### src/rtl/systolic_result_packer_pkg.sv
// Shared definitions for the systolic array result path: frame states,
// header constant, word geometry and small byte-level helpers.
package systolic_result_packer_pkg;

  typedef enum logic [1:0] {
    ST_IDLE = 2'd0,
    ST_HDR  = 2'd1,
    ST_DATA = 2'd2,
    ST_CSUM = 2'd3
  } pkr_state_e;

  localparam logic [7:0]  FRAME_HDR      = 8'hA5;
  localparam int unsigned RESULT_DW      = 32'd32;
  localparam int unsigned BYTES_PER_WORD = RESULT_DW / 32'd8;

  // Counter width for a count of items, never narrower than one bit.
  function automatic int unsigned idx_width(input int unsigned count);
    int unsigned w;
    if (count > 32'd1) begin
      w = $clog2(count);
    end else begin
      w = 32'd1;
    end
    return w;
  endfunction

  function automatic logic [7:0] csum_update(input logic [7:0] csum, input logic [7:0] data_byte);
    return csum ^ data_byte;
  endfunction

endpackage

### src/rtl/systolic_result_packer_word_byte_mux.sv
// Combinational selector: byte byte_sel of word word_sel from the capture buffer.
module systolic_result_packer_word_byte_mux
  import systolic_result_packer_pkg::*;
#(
  parameter int N   = 2,
  parameter int DW  = RESULT_DW,
  parameter int WIW = 2,
  parameter int BIW = 2
) (
  input  logic [N*N*DW-1:0] capture_buf,
  input  logic [WIW-1:0]    word_sel,
  input  logic [BIW-1:0]    byte_sel,
  output logic [7:0]        byte_out
);

  localparam int BPW   = DW / 8;
  localparam int TOTAL = N * N * BPW;

  // Out-of-range selections resolve to zero rather than wrapping.
  always_comb begin
    byte_out = 8'h00;
    for (int i = 0; i < TOTAL; i++) begin
      byte_out = ((i / BPW == int'(word_sel)) && (i % BPW == int'(byte_sel)))
                 ? capture_buf[i*8 +: 8] : byte_out;
    end
  end

endmodule

### src/rtl/systolic_result_packer.sv
// Captures the N x N systolic results on start and streams them to the UART
// transmitter as a frame: header, little-endian result bytes, XOR checksum.
module systolic_result_packer
  import systolic_result_packer_pkg::*;
#(
  parameter int         N   = 2,
  parameter int         DW  = RESULT_DW,
  parameter logic [7:0] HDR = FRAME_HDR
) (
  input  logic              clk,
  input  logic              rst,
  input  logic [N*N*DW-1:0] c_flat,
  input  logic              start,
  input  logic              tx_ready,
  output logic [7:0]        tx_data,
  output logic              tx_valid,
  output logic              busy,
  output logic              done
);

  localparam int WORDS = N * N;
  localparam int BPW   = DW / 8;
  localparam int WIW   = int'(idx_width(WORDS));
  localparam int BIW   = int'(idx_width(BPW));

  localparam logic [WIW-1:0] LAST_WORD = WIW'(WORDS - 1);
  localparam logic [BIW-1:0] LAST_BYTE = BIW'(BPW - 1);

  pkr_state_e          state_r, state_nx_s;
  logic [N*N*DW-1:0]   capture_r, capture_nx_s;
  logic [WIW-1:0]      word_idx_r, word_idx_nx_s, sel_word_s;
  logic [BIW-1:0]      byte_idx_r, byte_idx_nx_s, sel_byte_s;
  logic [7:0]          csum_r, csum_nx_s;
  logic [7:0]          tx_data_r, tx_data_nx_s;
  logic                tx_valid_r, tx_valid_nx_s;
  logic                busy_r, busy_nx_s;
  logic                done_r, done_nx_s;
  logic [7:0]          mux_byte_s;
  logic                xfer_s;
  logic                last_byte_s;
  logic                last_word_s;

  assign xfer_s   = tx_valid_r & tx_ready;
  assign tx_data  = tx_data_r;
  assign tx_valid = tx_valid_r;
  assign busy     = busy_r;
  assign done     = done_r;

  // Position of the byte that follows the one currently presented.
  always_comb begin
    last_byte_s = (byte_idx_r == LAST_BYTE);
    last_word_s = (word_idx_r == LAST_WORD);
    sel_word_s  = word_idx_r;
    sel_byte_s  = byte_idx_r;
    if (state_r == ST_DATA) begin
      if (last_byte_s) begin
        sel_byte_s = {BIW{1'b0}};
        sel_word_s = word_idx_r + WIW'(1);
      end else begin
        sel_byte_s = byte_idx_r + BIW'(1);
        sel_word_s = word_idx_r;
      end
    end else begin
      sel_word_s = word_idx_r;
      sel_byte_s = byte_idx_r;
    end
  end

  systolic_result_packer_word_byte_mux #(
    .N   (N),
    .DW  (DW),
    .WIW (WIW),
    .BIW (BIW)
  ) u_word_byte_mux (
    .capture_buf (capture_r),
    .word_sel    (sel_word_s),
    .byte_sel    (sel_byte_s),
    .byte_out    (mux_byte_s)
  );

  // Frame sequencing: next state and next values of every output register.
  always_comb begin
    state_nx_s    = state_r;
    capture_nx_s  = capture_r;
    word_idx_nx_s = word_idx_r;
    byte_idx_nx_s = byte_idx_r;
    csum_nx_s     = csum_r;
    tx_data_nx_s  = tx_data_r;
    tx_valid_nx_s = tx_valid_r;
    busy_nx_s     = busy_r;
    done_nx_s     = 1'b0;
    case (state_r)
      ST_IDLE: begin
        if (start) begin
          state_nx_s    = ST_HDR;
          capture_nx_s  = c_flat;
          word_idx_nx_s = {WIW{1'b0}};
          byte_idx_nx_s = {BIW{1'b0}};
          csum_nx_s     = 8'h00;
          tx_data_nx_s  = HDR;
          tx_valid_nx_s = 1'b1;
          busy_nx_s     = 1'b1;
        end else begin
          tx_valid_nx_s = 1'b0;
          busy_nx_s     = 1'b0;
        end
      end
      ST_HDR: begin
        if (xfer_s) begin
          state_nx_s   = ST_DATA;
          tx_data_nx_s = mux_byte_s;
        end else begin
          state_nx_s = ST_HDR;
        end
      end
      ST_DATA: begin
        if (xfer_s) begin
          csum_nx_s = csum_update(csum_r, tx_data_r);
          if (last_word_s && last_byte_s) begin
            state_nx_s   = ST_CSUM;
            tx_data_nx_s = csum_update(csum_r, tx_data_r);
          end else begin
            word_idx_nx_s = sel_word_s;
            byte_idx_nx_s = sel_byte_s;
            tx_data_nx_s  = mux_byte_s;
          end
        end else begin
          state_nx_s = ST_DATA;
        end
      end
      ST_CSUM: begin
        if (xfer_s) begin
          state_nx_s    = ST_IDLE;
          tx_data_nx_s  = 8'h00;
          tx_valid_nx_s = 1'b0;
          busy_nx_s     = 1'b0;
          done_nx_s     = 1'b1;
        end else begin
          state_nx_s = ST_CSUM;
        end
      end
      default: begin
        state_nx_s    = ST_IDLE;
        tx_data_nx_s  = 8'h00;
        tx_valid_nx_s = 1'b0;
        busy_nx_s     = 1'b0;
      end
    endcase
  end

  // State, buffer, counters and registered outputs.
  always_ff @(posedge clk or negedge rst) begin
    if (!rst) begin
      state_r    <= ST_IDLE;
      capture_r  <= {(N*N*DW){1'b0}};
      word_idx_r <= {WIW{1'b0}};
      byte_idx_r <= {BIW{1'b0}};
      csum_r     <= 8'h00;
      tx_data_r  <= 8'h00;
      tx_valid_r <= 1'b0;
      busy_r     <= 1'b0;
      done_r     <= 1'b0;
    end else begin
      state_r    <= state_nx_s;
      capture_r  <= capture_nx_s;
      word_idx_r <= word_idx_nx_s;
      byte_idx_r <= byte_idx_nx_s;
      csum_r     <= csum_nx_s;
      tx_data_r  <= tx_data_nx_s;
      tx_valid_r <= tx_valid_nx_s;
      busy_r     <= busy_nx_s;
      done_r     <= done_nx_s;
    end
  end

endmodule

### config.mk
export PLATFORM = sky130hd
export DESIGN_NAME = systolic_result_packer
export DESIGN_NICKNAME = d
export VERILOG_FILES = /design/src/rtl/systolic_result_packer_pkg.sv /design/src/rtl/systolic_result_packer_word_byte_mux.sv /design/src/rtl/systolic_result_packer.sv
export SDC_FILE = /design/constraint.sdc
export NUM_CORES = 1
export LEC_CHECK = 0
export BUFFER_PORTS_ARGS = -buffer_cell sky130_fd_sc_hd__buf_2
export CORE_UTILIZATION = 35
export DETAILED_ROUTE_END_ITERATION = 8
export GPL_ROUTABILITY_DRIVEN = 0
export PLACE_DENSITY = 0.67
export SYNTH_ARGS = -nofsm -noshare
export SYNTH_HDL_FRONTEND = slang
export SYNTH_HIERARCHICAL = 1
export SYNTH_SLANG_ARGS = --single-unit
### constraint.sdc
create_clock -name clk -period 4 [get_ports clk]
set_clock_uncertainty 0.2 [all_clocks]
set_input_delay 0 -clock clk [delete_from_list [all_inputs] [get_ports clk]]
set_output_delay 0 -clock clk [all_outputs]
set_load 0.005 [all_outputs]
==> results by group, run 1 <==
Clock network
  – Clk slew on worst S/H paths: about 0.06 ns
  – Clk buf depth: 2
  – Clock root buffer: clkbuf_16
  – Skew-Pair Late Insertion Delay: 0.43 ns
  – Clk sinks: 152
  – CTS Buf Count: 17
  – Setup Buffers After CTS: 0
  – CTS H-tree depth: 4
  – Post-cts sizing count: 0
  – TritonCTS clock tree: built

Floorplan
  – Die area: 0.0225 mm^2
  – Total core area: 0.0213 mm^2
  – Chip width: approximately 150 um
  – Die H: 150 um
  – I/O pin total: 143
  – Row count: between 50 and 60
  – Initial core utilization: a little over a third

Critical path
  – Crit-path leading delay family: compound AO/OA/AOI/OAI gates
  – Startpoint Class: register
  – Critical path data arrival time: 3.54 ns
  – CP peak stage delay: just over 0.5 ns
  – Bufs and invs on worst path: 2
  – Slowest library cell on the worst path: dfrtp_1
  – Critical path required time: 4.11 ns
  – Crit-path max FO: 26
  – Crit path cell chain: nor2b_1 -> buf_4 -> nand2_1 -> nand2_2 -> buf_4 -> or3b_1 -> o32ai_1 -> o2bb2ai_1 -> a31oi_1 -> o21ai_0 -> a31oi_1 -> o32a_1
  – CP endpoint kind: register
  – WS Path Type: reg2reg

Pwr
  – Net Sw Frac: 39.0%
  – Clk network pwr share: 21.5%
  – Internal power: ~4500 uW
  – Psw: 2850 uW
  – Pwr dens: around 700 mW/mm^2
  – Power share of the combinational group: 39.4%
  – Seq pwr share: about 40%
  – Worst VDD drop: approximately 0.27 mV
  – Pwr Total: 7310 uW
  – Leakage: 0.00513 uW

Run
  – Max-Cap Viols: 0

STA
  – Final hold violation count: 0
  – Final Max Tran Viols: 0
  – Worst setup margin: 0.571 ns
  – Least-Margin Pin Slew: between 0.9 and 1 ns
  – Setup violations, final: 0
  – Tmin final: 3.43 ns
  – Slew headroom: 35.4%
  – Setup TNS: 0 ns
  – Period Utilization, post-route: 85.7%
  – Fmax: approximately 290 MHz
  – RSZ-0062 raised after global routing: no

Cells and area
  – Final design instance area without fill: 0.0104 mm^2
  – Final Core Density: 48.9%
  – Area growth from synthesis to layout: 35.6%
  – Ant diodes: 0
  – Share of cells above drive strength 1: 19.0%
  – Fin nets: 1271

Placed design
  – I/O Buffers: 142
  – DP Wirelength: 15.0 mm
  – Dpl ws: 0.649 ns
  – DP Area: 0.00852 mm^2

Synth
  – Syn nets: 1019
  – Commonest cells in the netlist: 405 x nand2_1, 152 x dfrtp_1, 33 x o21ai_0
  – Count leader, synth: nand2_1
  – Gate Count Post-Synth: 884
  – Synth area leader: dfrtp_1
  – Synth cell types: 55
  – Synth Warn #: 6
  – Yosys top cell area share: 49.6%
  – Sequential element share of the synthesized area: approximately 50%
  – FF+latch count, synth: 152
  – Ys async rst share: 100%
  – Top cells by area, synth: dfrtp_1 50%, nand2_1 20%, mux2i_1 3.7%
  – Number of synthesized flops with an enable pin: 0
  – Mapped cell area: 0.00767 mm^2
  – Syn_area_per_cell: 8.68 um^2
  – Top_reg_cell synth: dfrtp_1

Detailed routing
  – Routed Wire Length: roughly 23 mm
  – Number of DRC markers in iteration 0: approximately 600
  – Antenna-violating nets left: 0
  – DRC errors left: 0
  – Routed via count: 7033
  – First-pass detailed-route iteration total: 5
  – Vias/cell: around 5
  – WL per Instance: 15.8 um

Status
  – Status: completed

Hold path
  – Hold Path Class: in2async

Global route
  – Pin count of the biggest net entering global routing: 95
  – GRT overflow: 0
  – Initial antenna violation count: 0
  – Number of global-route vias before repair: 6933
  – First-pass GRT wire length: ~36 mm
  – Global-route usage over all layers: between 20% and 30%
## flip-flops by register name, summed over array words and instances, names as in the netlist
signal / cells
capture_r: 128
done: 1
tx_data: 8
csum_r: 8
word_idx_r: 2
busy: 1
state_r: 2
byte_idx_r: 2
## placed cells by master (no fill, tap or decap), drive strengths merged, types with 4 or more instances in the layout
cell,n
a21o,5
a21oi,21
a2bb2oi,5
a31oi,5
buf,160
clkbuf,18
clkinvlp,4
dfrtp,152
dlygate4sd3,131
inv,17
mux2,8
mux2i,28
mux4,10
nand2,405
nand2b,19
nand3,12
nand3b,4
nor2,20
nor2b,9
nor3,7
nor4,4
o21a,4
o21ai,38
o22ai,5
o31ai,6
o32a,4
or3b,4
## power by group through the flow
stage	Combinational [uW]	Sequential, uW	Clock, uW
after floorplan	2110	2630	0
after global placement	2670	2870	0
after detailed placement	2750	2870	0
after CTS	2860	2860	1590
after global routing	3200	2950	1660
final	2880	2860	1570
## area by class of cell
cell class,count,area [um^2]
tap,275,344
sequential,152,3800
clock buffer,18,429
inverter,11,41.3
clock inverter,14,140
multi-input combinational,663,3480
fill,1994,10900
timing repair buffer,291,2160
## metal layers
| layer | routed length, um | vias up | GRT usage, % |
|---|---|---|---|
| li1 | - | 3422 | - |
| met1 | 10500 | 3379 | 29.1 |
| met2 | 10400 | 206 | 32.4 |
| met3 | 1090 | 26 | 4.39 |
| met4 | 461 | 0 | 7.27 |
| met5 | 0 | - | 0 |
## cells by family (layout without fill, tap and decap cells)
logic type                 count (synthesis)  after routing  share of synthesized area, %
AOI/OAI and AO/OA                        118            118                          10.1
adders and majority gates                  3              3                         0.489
buffers and inverters                     69            334                          5.33
DFF                                      152            152                          49.6
xor gates and xnor gates                   4              4                         0.457
and+or+nand+nor                          492            492                          26.3
muxes                                     46             46                          7.76
## what timing repair did
item	in CTS	in global routing
setup endpoints to repair	0	0
hold buffers	131	0
endpoints found under the hold margin	232	0
## per-stage QoR
| step | cells | hold slack (ns) |
|---|---|---|
| floorplan | 884 | -0.496 |
| global placement | 1261 | -0.0370 |
| detailed placement | 1261 | -0.0419 |
| CTS | 1424 | 0.0740 |
| global route | 1424 | 0.0940 |
| finish | 1424 | 0.0352 |
## path summary, 6_finish.rpt
path,slack [ns],from,cells past startpoint,to
max in group asynchronous,2.54,rst,3,capture_r[11]
hold reg to reg,0.27,capture_r[10],2,capture_r[10]
setup / recovery,0.57,state_r[1],12,tx_data[2]
min in group clk,0.09,c_flat[116],4,capture_r[116]
setup reg to reg,0.57,state_r[1],12,tx_data[2]
hold / removal,0.04,rst,2,capture_r[70]
No activity file was read; power rests on OpenSTA's default activity.
==> run 2, diff against run 1 <==
- CORE_UTILIZATION: 35 -> 56
- PLACE_DENSITY: 0.67 -> 0.92
==> results by group, run 2 (same netlist as run 1, synthesis figures left out) <==
Hold path
  – Hold Path Class: in2async

Clock network
  – Post-cts sizing count: 0 (unchanged)
  – Clk buf depth: 2 (unchanged)
  – Skew-Pair Late Insertion Delay: 0.44 ns (about the same)
  – Setup Buffers After CTS: 0 (unchanged)
  – Clk sinks: 152 (unchanged)
  – Clk slew on worst S/H paths: 0.07 ns (about the same)
  – Hold buffers post-CTS: 140 (+6.9%)
  – TritonCTS clock tree: built
  – CTS Buf Count: 17 (unchanged)
  – CTS H-tree depth: 4 (unchanged)
  – Clock root buffer: clkbuf_16

Global route
  – GRT overflow: 0 (unchanged)
  – Number of global-route vias before repair: 8134 (+17%)
  – Global-route usage over all layers: 39.1% (+18 points)
  – Pin count of the biggest net entering global routing: 120 (+26%)
  – First-pass GRT wire length: 42.0 mm (+16%)
  – Initial antenna violation count: 1 (+1)

Pwr
  – Pwr dens: 730 mW/mm^2 (+4.0%)
  – Power share of the combinational group: 40.4% (+1.0 points)
  – Net Sw Frac: 40.2% (+1.2 points)
  – Clk network pwr share: 21.3% (-0.2 points)
  – Psw: 3060 uW (+7.3%)
  – Seq pwr share: 38.3% (-0.8 points)
  – Leakage: 0.00517 uW (+0.73%)
  – Internal power: 4550 uW (+2.1%)
  – Worst VDD drop: 0.421 mV (+56%)

Critical path
  – Worst Reg-to-Reg Cells: 10 (-2)
  – WS Path Type: reg2reg
  – CP endpoint kind: register
  – Startpoint Class: register
  – Critical path data arrival time: 3.82 ns (+0.28 ns)
  – Critical path required time: 4.12 ns (about the same)
  – Crit-path max FO: 18 (-31%)

Floorplan
  – Row count: 42 (-21%)
  – Chip width: 119 um (-21%)
  – Die area: 0.0142 mm^2 (-37%)
  – Die H: 119 um (-21%)
  – Total core area: 0.0133 mm^2 (-38%)
  – I/O pin total: 143 (unchanged)
  – Initial core utilization: 57.7% (+22 points)

Cells and area
  – Fill count: 732 (-63%)
  – Most frequent cells in the layout: 404 x nand2_1, 152 x dfrtp_1, 141 x buf_2, 140 x dlygate4sd3_1, 33 x o21ai_0
  – Area growth from synthesis to layout: 35.8%
  – Multi-input gate area in the final layout: 0.00348 mm^2 (-0.18%)
  – Final design instance area without fill: 0.0104 mm^2 (+0.14%)
  – Fin nets: 1280 (+0.71%)
  – Commonest non-fill, non-tap cell in the layout: nand2_1
  – Reg area: 0.00380 mm^2 (unchanged)
  – Largest register by flop count: capture_r
  – Share of cells above drive strength 1: 18.8% (-0.13 points)
  – Largest register FFs: 128 (unchanged)
  – Non-Filler Instances: 1334 (-6.3%)

Status
  – Status: completed

STA
  – Fmax: 270 MHz (-7.5%)
  – Final Max Tran Viols: 0 (unchanged)
  – Final hold violation count: 0 (unchanged)
  – RSZ-0062 raised after global routing: no
  – Worst setup margin: 0.295 ns (-0.276 ns)
  – Setup violations, final: 0 (unchanged)
  – Period Utilization, post-route: 92.6% (+6.9 points)
  – Slew headroom: 38.2% (+2.9 points)
  – Tmin final: 3.71 ns (+0.276 ns)
  – Setup TNS: 0 ns (unchanged)
  – Least-Margin Pin Slew: 0.927 ns (-0.0430 ns)

Detailed routing
  – WL per Instance: 19.8 um (+25%)
  – Antenna-violating nets left: 0 (unchanged)
  – Routed Wire Length: 26.4 mm (+17%)
  – Number of DRC markers in iteration 0: 1081 (+84%)
  – Routed via count: 7933 (+13%)
  – DRC errors left: 0 (unchanged)
  – First-pass detailed-route iteration total: 5 (unchanged)
  – Vias/cell: 5.95 (+20%)

Placed design
  – Dpl ws: 0.534 ns (-0.116 ns)
  – DP Wirelength: 13.8 mm (-7.4%)
  – I/O Buffers: 142 (unchanged)
  – Placed Instances: 1162 (-7.9%)
  – DP Area: 0.00843 mm^2 (-1.1%)

Run
  – Max-Cap Viols: 0 (unchanged)
[run 2: cell types whose count changed in the layout (fill, tap and decap cells not counted), sizes merged]
cell         before  now
dlygate4sd3     131  140
inv              17   14
clkinvlp          4    3
bufinv            1    2
clkinv            3    5
diode             0    1
[run 2: worst max-delay path, stage by stage, from the launching register on]
cell     delay, ns
dfrtp_1       0.46
ha_1          0.30
nor3_1        0.30
a21o_2        0.47
mux4_2        0.59
mux2_2        0.28
nand2_1       0.09
o21ai_1       0.13
o21ai_0       0.33
a31oi_1       0.07
o32a_1        0.36
[run 2: final timing paths]
check | startpoint | slack (ns) | endpoint
max reg2reg | byte_idx_r[0] | 0.29 | tx_data[0]
min | rst | 0.04 | capture_r[54]
max | byte_idx_r[0] | 0.29 | tx_data[0]
min in group clk | c_flat[38] | 0.11 | capture_r[38]
min reg2reg | capture_r[8] | 0.28 | capture_r[8]
max in group asynchronous | rst | 2.65 | capture_r[31]
[run 2: stage by stage]
step,util [%],hold slack [ns],total power [uW]
6_report,78.4,0.0386,7610
5_1_grt,78.4,0.112,7960
4_1_cts,78.4,0.0748,7320
3_5_place_dp,63.4,-0.0511,5590
3_3_place_gp,63.4,-0.0422,5460
2_1_floorplan,-,-0.496,4740
[run 2: cell type report]
type	instances	area share, %
Multi-Input combinational cell	663	33.4
Antenna cell	1	0.0240
Timing Repair Buffer	300	22.0
Clock inverter	13	1.39
Tap cell	176	2.11
Inverter	11	0.396
Clock buffer	18	4.21
Sequential cell	152	36.5
[run 2: per-layer routing]
metal  global-route usage [%]  part of all wire (%)  up-vias
met4                     25.6                   6.7        0
met1                     46.4                    36     3702
li1                         -                     -     3446
met2                     63.6                    48      606
met5                        0                     0        -
met3                     9.29                   9.1      179
[run 2: power by group through the flow]
stage               clock (uW)  combinational (uW)  sequential [uW]
finish                    1620                3070             2910
global route              1690                3310             2960
CTS                       1590                2880             2850
detailed placement           0                2740             2850
global placement             0                2620             2840
floorplan                    0                2110             2630
==> run 3, diff against run 2 <==
- PLACE_DENSITY: 0.92 -> 0.83
==> results by group, run 3 (same netlist as run 1, synthesis figures left out) <==
Detailed routing
  – Antenna-violating nets left: 0 (unchanged)
  – First-pass detailed-route iteration total: 7 (+2)
  – Routed via count: 7626 (-3.9%)
  – WL per Instance: 18.7 um (-5.3%)
  – Routed Wire Length: 24.9 mm (-5.7%)
  – DRC errors left: 0 (unchanged)
  – Number of DRC markers in iteration 0: 871 (-19%)
  – Vias/cell: 5.74 (-3.5%)

Placed design
  – Placed Instances: 1164 (+0.17%)
  – I/O Buffers: 142 (unchanged)
  – Dpl ws: 0.577 ns (+0.0435 ns)
  – DP Wirelength: 13.7 mm (-0.86%)

Global route
  – Top Usage Layer GRT: met2
  – Met3 Use GR: 7.66% (-1.6 points)
  – First-pass GRT wire length: 39.6 mm (-5.6%)
  – Number of global-route vias before repair: 7696 (-5.4%)
  – Initial antenna violation count: 2 (+1)
  – GR Layer Usage met1: 46.4% (about the same)
  – Pin count of the biggest net entering global routing: 105 (-13%)
  – GRT overflow: 0 (unchanged)
  – GR Layer Usage met2: 58.8% (-4.8 points)
  – Global-route usage over all layers: 36.8% (-2.3 points)

Clock network
  – CTS Buf Count: 17 (unchanged)
  – Skew-Pair Late Insertion Delay: 0.43 ns (about the same)
  – CTS H-tree depth: 4 (unchanged)
  – Clock root buffer: clkbuf_16
  – Clk slew on worst S/H paths: 0.07 ns (about the same)
  – Setup Buffers After CTS: 0 (unchanged)
  – Clk buf depth: 2 (unchanged)
  – TritonCTS clock tree: built
  – Clk sinks: 152 (unchanged)

Hold path
  – Hold Path Class: in2async

Floorplan
  – Total core area: 0.0133 mm^2 (unchanged)
  – Chip width: 119 um (unchanged)
  – Row count: 42 (unchanged)
  – I/O pin total: 143 (unchanged)
  – Die area: 0.0142 mm^2 (unchanged)
  – Initial core utilization: 57.7% (unchanged)
  – Die H: 119 um (unchanged)

Status
  – Status: completed

Critical path
  – Critical path launch point: byte_idx_r[0]
  – Critical path required time: 4.12 ns (about the same)
  – Startpoint Class: register
  – Crit-path max FO: 23 (+5)
  – RR Startpoint: byte_idx_r[0]
  – Critical path data arrival time: 3.67 ns (-0.15 ns)
  – WS Path Type: reg2reg
  – CP endpoint kind: register

Cells and area
  – Non-Filler Instances: 1329 (-0.37%)
  – Largest register FFs: 128 (unchanged)
  – Area growth from synthesis to layout: 35.0%
  – Largest register by flop count: capture_r
  – Share of cells above drive strength 1: 19.1% (+0.27 points)
  – Fin nets: 1273 (-0.55%)
  – Commonest non-fill, non-tap cell in the layout: nand2_1
  – Most frequent cells in the layout: 404 x nand2_1, 152 x dfrtp_1, 141 x buf_2, 131 x dlygate4sd3_1, 33 x o21ai_0

STA
  – Worst setup margin: 0.446 ns (+0.151 ns)
  – RSZ-0062 raised after global routing: no
  – Tmin final: 3.55 ns (-0.151 ns)
  – Setup TNS: 0 ns (unchanged)
  – Final Max Tran Viols: 0 (unchanged)
  – Slew headroom: 30.8% (-7.4 points)
  – Fmax: 281 MHz (+4.2%)
  – Period Utilization, post-route: 88.9% (-3.8 points)
  – Least-Margin Pin Slew: 1.04 ns (+0.112 ns)
  – Final hold violation count: 0 (unchanged)
  – Setup violations, final: 0 (unchanged)

Run
  – Max-Cap Viols: 0 (unchanged)

Pwr
  – Pwr dens: 734 mW/mm^2 (+0.50%)
  – Leakage: 0.00517 uW (about the same)
  – Worst VDD drop: 0.428 mV (+1.5%)
[run 3: metrics by stage]
| stage | instance area, um^2 | power (uW) | hold WS, ns | util [%] |
|---|---|---|---|---|
| global placement | 8430 | 5490 | -0.0188 | 63.4 |
| finish | 10400 | 7610 | 0.0439 | 77.9 |
| detailed placement | 8430 | 5590 | -0.0145 | 63.4 |
| floorplan | 7670 | 4740 | -0.496 | - |
| global route | 10400 | 7990 | 0.104 | 77.9 |
| CTS | 10400 | 7400 | 0.0750 | 77.9 |
[run 3: critical path, cell delays in order, from the launching register on]
cell and delay, ns:
dfrtp_1 0.47, ha_1 0.31, nor3_1 0.21, a21o_2 0.52
buf_4 0.26, mux2i_1 0.27, a2bb2oi_1 0.24, a221o_1 0.19
o211ai_1 0.11, o21ai_0 0.22, a31oi_1 0.08, o32a_1 0.36
[run 3: worst paths after layout]
check                                  to  slack, ns  depth (start not counted)
hold / removal              capture_r[74]       0.04                          2
hold reg to reg             capture_r[14]       0.27                          2
max in group asynchronous  capture_r[100]       2.60                          3
setup reg to reg               tx_data[7]       0.45                         11
setup / recovery               tx_data[7]       0.45                         11
min in group clk            capture_r[32]       0.10                          4
[run 3: power by group]
group	internal (uW)	switching, uW	leakage (uW)
combinational	1330	1680	0.00298
clock	1010	687	0.000288
sequential	2290	618	0.00191
[run 3: repair_timing]
item                                    CTS  global route
gates resized for setup                   0             0
hold buffers                            131             0
endpoints found under the setup margin    0             0
endpoints found under the hold margin   242             0
[run 3: layer usage]
metal  routed length, um  vias up
met3                2000      120
met2               11900      484
met1                9600     3596
li1                    -     3426
met5                   0        -
met4                1400        0
[run 3: area by class of cell]
class                   instances  area (um^2)
diodes                          2         5.00
clock buffers                  19          443
clock inverters                13          168
fillers                       774         2930
inverters                      11         41.3
multi-input cells             663         3480
flip-flops and latches        152         3800
well taps                     176          220
repair buffers                293         2200
